## src/rtl/pwm_pkg.sv

```systemverilog
// Shared PWM definitions for the generator and capture paths.
// Holds the default counter widths and the capture FSM state type.
package pwm_pkg;

  // Default frame counter / result width.
  localparam int unsigned PwmWidth = 13;
  // Default pulse counter width.
  localparam int unsigned PwmPcntW = 4;

  typedef enum logic {
    StIdle,
    StMeasure
  } cap_state_e;

endpackage

```

## src/rtl/pwm_in_sync.sv

```systemverilog
// Two-flop synchronizer for the PWM input under measurement.
// Ports:
//   clk_in   - system clock
//   rst_in   - synchronous, active-high reset (output clears to 0)
//   pwm_in   - asynchronous PWM waveform
//   pwm_sync - waveform retimed to clk_in, two cycles late
module pwm_in_sync (
  input  logic clk_in,
  input  logic rst_in,
  input  logic pwm_in,
  output logic pwm_sync
);

  logic meta_q;

  always_ff @(posedge clk_in) begin
    if (rst_in) begin
      meta_q   <= 1'b0;
      pwm_sync <= 1'b0;
    end else begin
      meta_q   <= pwm_in;
      pwm_sync <= meta_q;
    end
  end

endmodule

```

## src/rtl/pwm_capture.sv

```systemverilog
// Frame-by-frame PWM measurement: recovers offset, high time, pulse count and
// frame length of a gate waveform, framed by a carrier-aligned start strobe.
// Optional macro PWM_CAP_SYNC_EN inserts a 2-flop input synchronizer.
// Ports:
//   clk_in      - system clock
//   rst_in      - synchronous, active-high reset
//   frame_start - one-cycle strobe, its cycle is count 0 of a new frame
//   pwm_in      - PWM waveform under measurement
//   offset_out  - count of first rising edge in last completed frame
//   duty_out    - high cycles in last completed frame
//   period_out  - cycles in last completed frame
//   pulse_cnt   - rising edges in last completed frame
//   no_pulse    - last completed frame had no rising edge
//   overrun     - frame counter saturated during last completed frame
//   meas_valid  - one-cycle strobe, result outputs updated
module pwm_capture
  import pwm_pkg::*;
#(
  parameter int unsigned WIDTH  = PwmWidth,
  parameter int unsigned PCNT_W = PwmPcntW
) (
  input  logic              clk_in,
  input  logic              rst_in,
  input  logic              frame_start,
  input  logic              pwm_in,
  output logic [WIDTH-1:0]  offset_out,
  output logic [WIDTH-1:0]  duty_out,
  output logic [WIDTH-1:0]  period_out,
  output logic [PCNT_W-1:0] pulse_cnt,
  output logic              no_pulse,
  output logic              overrun,
  output logic              meas_valid
);

  localparam logic [WIDTH-1:0]  CntMax   = '1;
  localparam logic [WIDTH-1:0]  CntOne   = {{(WIDTH - 1){1'b0}}, 1'b1};
  localparam logic [PCNT_W-1:0] PulseMax = '1;
  localparam logic [PCNT_W-1:0] PulseOne = {{(PCNT_W - 1){1'b0}}, 1'b1};

  logic pwm_s;

`ifdef PWM_CAP_SYNC_EN
  pwm_in_sync u_pwm_in_sync (
    .clk_in  (clk_in),
    .rst_in  (rst_in),
    .pwm_in  (pwm_in),
    .pwm_sync(pwm_s)
  );
`else
  assign pwm_s = pwm_in;
`endif

  cap_state_e        state_q;
  logic [WIDTH-1:0]  cnt_q, high_q, offset_q;
  logic [PCNT_W-1:0] pulses_q;
  logic              ovf_q, seen_q, pwm_prev_q;

  // Values for the current cycle, with frame_start restarting the frame.
  logic [WIDTH-1:0]  cnt_cur, high_base, offset_base, high_nxt, offset_nxt, period_nxt;
  logic [PCNT_W-1:0] pulses_base, pulses_nxt;
  logic              seen_base, ovf_base, seen_nxt, ovf_nxt, rise;

  always_comb begin
    cnt_cur     = frame_start ? '0 : ((cnt_q == CntMax) ? cnt_q : cnt_q + CntOne);
    high_base   = frame_start ? '0 : high_q;
    offset_base = frame_start ? '0 : offset_q;
    pulses_base = frame_start ? '0 : pulses_q;
    seen_base   = frame_start ? 1'b0 : seen_q;
    ovf_base    = frame_start ? 1'b0 : ovf_q;

    // Count 0 always qualifies, so a level held high across the boundary is an edge.
    rise = pwm_s & (frame_start | ~pwm_prev_q);

    high_nxt   = (pwm_s && high_base != CntMax) ? high_base + CntOne : high_base;
    pulses_nxt = (rise && pulses_base != PulseMax) ? pulses_base + PulseOne : pulses_base;
    offset_nxt = (rise && !seen_base) ? cnt_cur : offset_base;
    seen_nxt   = seen_base | rise;
    ovf_nxt    = ovf_base | (cnt_cur == CntMax);

    // Length of the frame being closed: last count plus one, saturated.
    period_nxt = (cnt_q == CntMax) ? CntMax : cnt_q + CntOne;
  end

  always_ff @(posedge clk_in) begin
    if (rst_in) begin
      state_q    <= StIdle;
      cnt_q      <= '0;
      high_q     <= '0;
      offset_q   <= '0;
      pulses_q   <= '0;
      ovf_q      <= 1'b0;
      seen_q     <= 1'b0;
      pwm_prev_q <= 1'b0;
      offset_out <= '0;
      duty_out   <= '0;
      period_out <= '0;
      pulse_cnt  <= '0;
      no_pulse   <= 1'b0;
      overrun    <= 1'b0;
      meas_valid <= 1'b0;
    end else begin
      pwm_prev_q <= pwm_s;
      meas_valid <= 1'b0;

      if (frame_start || state_q == StMeasure) begin
        cnt_q    <= cnt_cur;
        high_q   <= high_nxt;
        offset_q <= offset_nxt;
        pulses_q <= pulses_nxt;
        seen_q   <= seen_nxt;
        ovf_q    <= ovf_nxt;
      end

      if (frame_start) begin
        // In IDLE the strobe only arms; there is no finished frame to report.
        if (state_q == StMeasure) begin
          period_out <= period_nxt;
          duty_out   <= high_q;
          offset_out <= offset_q;
          pulse_cnt  <= pulses_q;
          no_pulse   <= (pulses_q == '0);
          overrun    <= ovf_q;
          meas_valid <= 1'b1;
        end
        state_q <= StMeasure;
      end
    end
  end

endmodule

```

## config.mk

```make
export PLATFORM = sky130hd
export DESIGN_NAME = pwm_capture
export DESIGN_NICKNAME = d
export VERILOG_FILES = /design/src/rtl/pwm_pkg.sv /design/src/rtl/pwm_in_sync.sv /design/src/rtl/pwm_capture.sv
export SDC_FILE = /design/constraint.sdc
export NUM_CORES = 1
export LEC_CHECK = 0
export CORE_ASPECT_RATIO = 1.75
export CORE_MARGIN = 10
export CORE_UTILIZATION = 50
export CTS_BUF_LIST = sky130_fd_sc_hd__clkbuf_16
export CTS_CLUSTER_DIAMETER = 100
export CTS_CLUSTER_SIZE = 20
export DETAILED_ROUTE_END_ITERATION = 10
export HOLD_SLACK_MARGIN = 0.08
export PLACE_DENSITY_LB_ADDON = 0.12
export SLEW_MARGIN = 20
export SYNTH_ARGS = -nofsm -noshare
export SYNTH_HDL_FRONTEND = slang
export SYNTH_HIERARCHICAL = 1
export SYNTH_SLANG_ARGS = --single-unit
```

## constraint.sdc

```tcl
create_clock -name clk_in -period 1.9 [get_ports clk_in]
set_input_delay 0.19 -clock clk_in [delete_from_list [all_inputs] [get_ports clk_in]]
set_output_delay 0.19 -clock clk_in [all_outputs]
set_load 0.01 [all_outputs]
```

* Word level (Yosys, flattened, before mapping) *
Index checks and enable logic that the tools add are counted.

storage, ports and cells
  bits in registers = 93
  output and inout bits = 46
  memory bits (read-only) = 0
  word-level logic and storage cells = 50
  latch bits = 0
  memories = 0
  bits of input ports = 4
  RAM bits = 0

operators by class
  reductions and logical operators = 10
  equal/unequal tests = 4
  shift-type cells = 0
  divide/modulo/power cells = 0
  order comparisons = 0
  multiply operators = 0
  $add $sub $neg = 3
  mux-type cells = 12
  bitwise gates (word level) = 6

operator list
  operator                                       number
  2-to-1 mux 13 bit                              7
  adder 13 x 1 -> 13 bit, second input constant  2
  equality test 13 bit, second input constant    2
  != test 13 bit, second input constant          1
  2-to-1 mux 4 bit                               2
  adder 4 x 1 -> 4 bit, second input constant    1
  logical NOT 4 bit                              1
  != test 4 bit, second input constant           1
  AND reduction 2 bit                            2
  logical AND 1 bit                              3
  2-to-1 mux 1 bit                               3
  OR 1 bit                                       3
  NOT 1 bit                                      2
  nonzero test 2 bit                             1
  OR reduction 2 bit                             1
  bitwise AND 1 bit                              1
  logical NOT 1 bit                              1
  logical OR 1 bit                               1

* Longest topological paths before layout *
  word-level depth = 6
  mapped depth = 11
  depth with buffers taken out = 9

* Least setup slack after synthesis *
OpenSTA, ideal clock, no wires.

  path type = reg2reg
  start = register cnt_q[0]
  end = register ovf_q
  clock period less this slack = 2.022 ns
  data arrival time = 1.963 ns
  data required time = 1.841 ns
  buffers on the path = 1
  cell stages (with the launch flop) = 10
  library setup time = 0.059 ns
  path slack = -0.122 ns
  cell sequence = dfxtp_1 ha_1 buf_2 nand4_1 nor4b_2 inv_1 ha_1 nand4_1 nor3b_1 a22o_1

on the way
  word-level cells in the longest chain between the ends = 5
  elaborated cells on any way between the ends = 6
  classes of those cells = 1 x add/sub; 2 x eq/ne; 2 x mux; 1 x bitwise

ends and longest elaborated chain
  element                                                         line                text
  start: declaration                                              pwm_capture.sv:54   logic [WIDTH-1:0] cnt_q, high_q, offset_q;
  start signal: assignment                                        pwm_capture.sv:106  cnt_q <= cnt_cur;
  adder 13 x 1 -> 13 bit or equality test 13 bit (tied branches)  pwm_capture.sv:64   cnt_cur = frame_start ? '0 : ((cnt_q == CntMax) ? cnt_q : cnt_q + CntOne);
  2-to-1 mux 13 bit (*) (2 in a row)                              pwm_capture.sv:64
  equality test 13 bit (*)                                        pwm_capture.sv:78   ovf_nxt = ovf_base | (cnt_cur == CntMax);
  OR 1 bit (*)                                                    pwm_capture.sv:78
  end signal: assignment                                          pwm_capture.sv:111  ovf_q <= ovf_nxt;
  end: declaration                                                pwm_capture.sv:56   logic ovf_q, seen_q, pwm_prev_q;

Mark *: on every way between the ends. The rest lies on a longest branch, timed or not.
A chain may end at the register's enable or synchronous reset.

* Worst setup path in the final report *
  start = register cnt_q[1]
  end = register ovf_q

The elaborated chain is that of the path after synthesis.

==> flow_metrics.tcl <==
set metrics [dict create \
    antenna_cells 0 \
    drt-wirelength-per-cell_microns 16.1 \
    layout_min_cycle_time_ps 1840 \
    startpoint "cnt_q[1]" \
    nNetsFinal 564 \
    yosys.area_share.simple 0.242 \
    number_of_hold_violations_in_the_final_report 0 \
    core-area_sq_mm 0.00786 \
    cts.path.max_buffers 2 \
    grt_first_pass_wirelength_microns 17900 \
    max-slew-margin-rel 0.633 \
    number_of_warnings_printed_during_yosys_synthesis 6 \
    dr.pass1.iters 5 \
    drt_wl_total_microns 10500 \
    r2r_setup_slk_ps 60 \
    worstPathArrival_ps 2130 \
    htreeDepth 3 \
    path_cells "ha_4 -> nand4_1 -> nor4b_2 -> inv_1 -> ha_4 -> nand4_1 -> nor3b_2 -> a22o_1" \
    detail_route.vias_per_cell 5.58 \
    top_level_ports 50 \
    netlist_instances 483 \
    worstPathBufferInverterCount 1 \
    areaGrowthSynthToFinish_pct 28.8 \
    cts_sinks 93 \
    synth_top_family_by_area "simple AND/OR/NAND/NOR gates" \
    numCtsBuffers 9 \
    die_h_microns 138 \
    vias 3634 \
    xor_xnor_share_of_the_synthesized_area 0.0329 \
    post-route-period-util 0.969 \
    maximum_number_of_pins_on_one_net_before_global_route_repair 41 \
    place_hpwl_microns 7660 \
    tritoncts "yes" \
    setup.worst_path.start_class "flop" \
    commonest_non_fill_non_tap_cell_in_the_layout "dfxtp_1" \
    critical_path_slowest_stage_cell "dfxtp_2" \
    ys_async_sr_fraction 0 \
    number_of_enable_type_register_cells_in_the_synthesized_netlist 0 \
    final.setup.tns_ps 0 \
    placed_cell_count 635 \
    setup_viol_count_final 0 \
    fillerInstances 699 \
    port_buffers 49 \
    antenna_found_initial 0 \
    maxClockFrequency_ghz 0.543 \
    clkSlewWorstSetupHoldPaths_ps 60 \
    category_of_the_most_critical_setup_path "flop to flop" \
    worst-path-stages 8 \
    synth-compound-area-share 0.176 \
    grt_setup_unrepaired "yes" \
    reg2regPathDepth 8 \
    layout.cells.most_common_list "91 x dfxtp_1, 90 x nand2_1, 65 x nor2_1, 47 x a21oi_1, 47 x clkdlybuf4s50_1" \
    syn-cell-area_sq_mm 0.00400 \
    regToRegStartpoint "cnt_q[1]" \
    max_slew.worst_pin.slew_ps 551 \
    finalWeightedCongestion 0.925 \
    skew_pair_late_insertion_delay_ps 350 \
    synthMuxAreaShare 0.0175 \
    cap_viol_max_count 0 \
    worst_hold_path_startpoint "frame_start" \
    synth_largest_type_area_fraction 0.466 \
    clock_tree.root_cell "clkbuf_16" \
    synth_fa_ha_area_frac 0.0125 \
    drive_gt1_frac 0.152 \
    die-width_microns 87.6 \
    worst-endpoint-required_ps 2190 \
    p_leak_nw 1.84 \
    avgSynthCellArea_sq_um 8.28 \
    initial_core_util 0.509 \
    critPathTopFamily "simple AND/OR/NAND/NOR gates" \
    synth.net_count 491 \
    ctsHoldBuffers 0 \
    grt_remaining_overflow 0 \
    number_of_global_route_vias_before_repair 3748 \
    pwr_density_cell_mw_per_mm2 788 \
    postSynthRegisterBits 93 \
    worst_slack_ps 58.4 \
    synthDistinctLibCells 47 \
    route.detailed.drc 0 \
    postRouteAntennaNets 0 \
    placement.setup.worst_slack_ps -430 \
    run_status "finished clean" \
    row_count 43 \
    placed_area_sq_mm 0.00481 \
    worstSetupEndpointType "flop" \
    clock_skew_ps 8.04 \
    synth_top_flop_cell "dfxtp_1" \
    area_contributors_post_synth "dfxtp_1 47%, nand2_1 8.4%, nor2_1 6.1%" \
    timing.critical_path.fanout_max 3 \
    vdd_ir_drop_max_uv 568 \
    design.die.area_sq_mm 0.0121 \
    report.power.total_mw 4.06 \
    worst_setup_path_endpoint "ovf_q" \
    grt_use_total 0.180 \
    synth.yosys.seq_area_share 0.466 \
    r2r-end "ovf_q" \
    finish.cell_count_without_fillers 651 \
    cpPeakStageDelay_ps 350 \
    drt_iter0_drc 167 \
    drv_slew 0 \
    post-synth-top-area-cell "dfxtp_1" \
    finish.instance_area_sq_mm 0.00515 \
    hold_path_class "primary input to flop" \
]
==> report_power, final <==
group          internal (mW)  switching, mW  total (mW)  leakage [nW]
sequential              1.99         0.0254        2.02         0.754
clock                  0.908          0.804        1.71         0.136
combinational          0.136          0.192       0.328         0.947
total                   3.03           1.02        4.06          1.84
==> timing repair <==
item | CTS | global route
setup endpoints to repair | 5 | 11
pin swaps | 4 | 3
buffers inserted | 0 | 0
resized for setup | 8 | 6
==> flip-flops by register name, indices dropped and copies added, names as in the netlist, 4 cells and up <==
name	count
period_out	13
offset_out	13
pulse_cnt	4
cnt_q	13
pulses_q	4
offset_q	13
duty_out	13
high_q	13
==> how the worst min path moves through the flow <==
stage	cells past startpoint	slack [ps]	endpoint
2_1_floorplan	2	340	pwm_prev_q
3_3_place_gp	2	440	duty_out[4]
3_5_place_dp	2	450	duty_out[0]
4_1_cts	4	330	high_q[4]
5_1_grt	4	300	high_q[1]
6_report	4	260	high_q[1]
==> cells by family (layout without fill, tap and decap cells) <==
kind of cell / count (synthesis) / count (layout)
simple gates: 208 / 208
compound gates: 113 / 113
flops: 93 / 93
buf+inv: 43 / 121
xor+xnor: 15 / 15
mux: 7 / 7
fa+ha+maj: 4 / 4
==> Yosys cell counts (2+ instances only) <==
cell / number
o21a_1: 4
nor3_1: 6
clkbuf_1: 19
a31oi_1: 6
xor2_1: 7
and3_1: 4
ha_1: 4
buf_2: 5
nor2b_1: 6
xnor2_1: 8
inv_1: 7
buf_4: 2
nand4_1: 6
a21oi_1: 47
nand2b_1: 2
nand3_1: 5
buf_6: 5
or2_2: 2
and2_1: 4
o2111ai_1: 2
nor4_1: 3
and4_1: 2
o211ai_1: 8
mux2i_1: 7
a41oi_1: 2
nand4b_1: 4
nor2_1: 65
nand2_1: 90
dfxtp_1: 93
buf_1: 4
a211oi_1: 25
o21ai_0: 13
nand3b_1: 2
==> worst min-delay path, cell delays in order <==
cell and delay (ps):
dlymetal6s2s_1 170, nor2b_2 70, nand2_1 50, a21oi_1 60
==> area by class of cell <==
cell class	instances	area, sq um	area share
multi-input cells	347	1980	0.384
flip-flops and latches	93	1860	0.362
repair buffers	98	885	0.172
clock buffers	9	225	0.0437
well taps	90	113	0.0219
clock inverters	7	57.6	0.0112
inverters	7	26.3	0.00510
==> stage by stage <==
stage / util / hold WS [ps]
after global placement: 0.612 / 441
after global routing: 0.655 / 300
after detailed placement: 0.612 / 449
final: 0.655 / 258
after CTS: 0.653 / 329
after floorplan: - / 341
==> metal layers <==
layer / global-route usage / vias to the layer above / part of all wire
met5: 0 / - / 0
met4: 0.0902 / 0 / 0.033
met3: 0.0441 / 26 / 0.038
met2: 0.321 / 60 / 0.56
met1: 0.183 / 1737 / 0.37
li1: - / 1811 / -
Power figures use the tool's default switching activity.
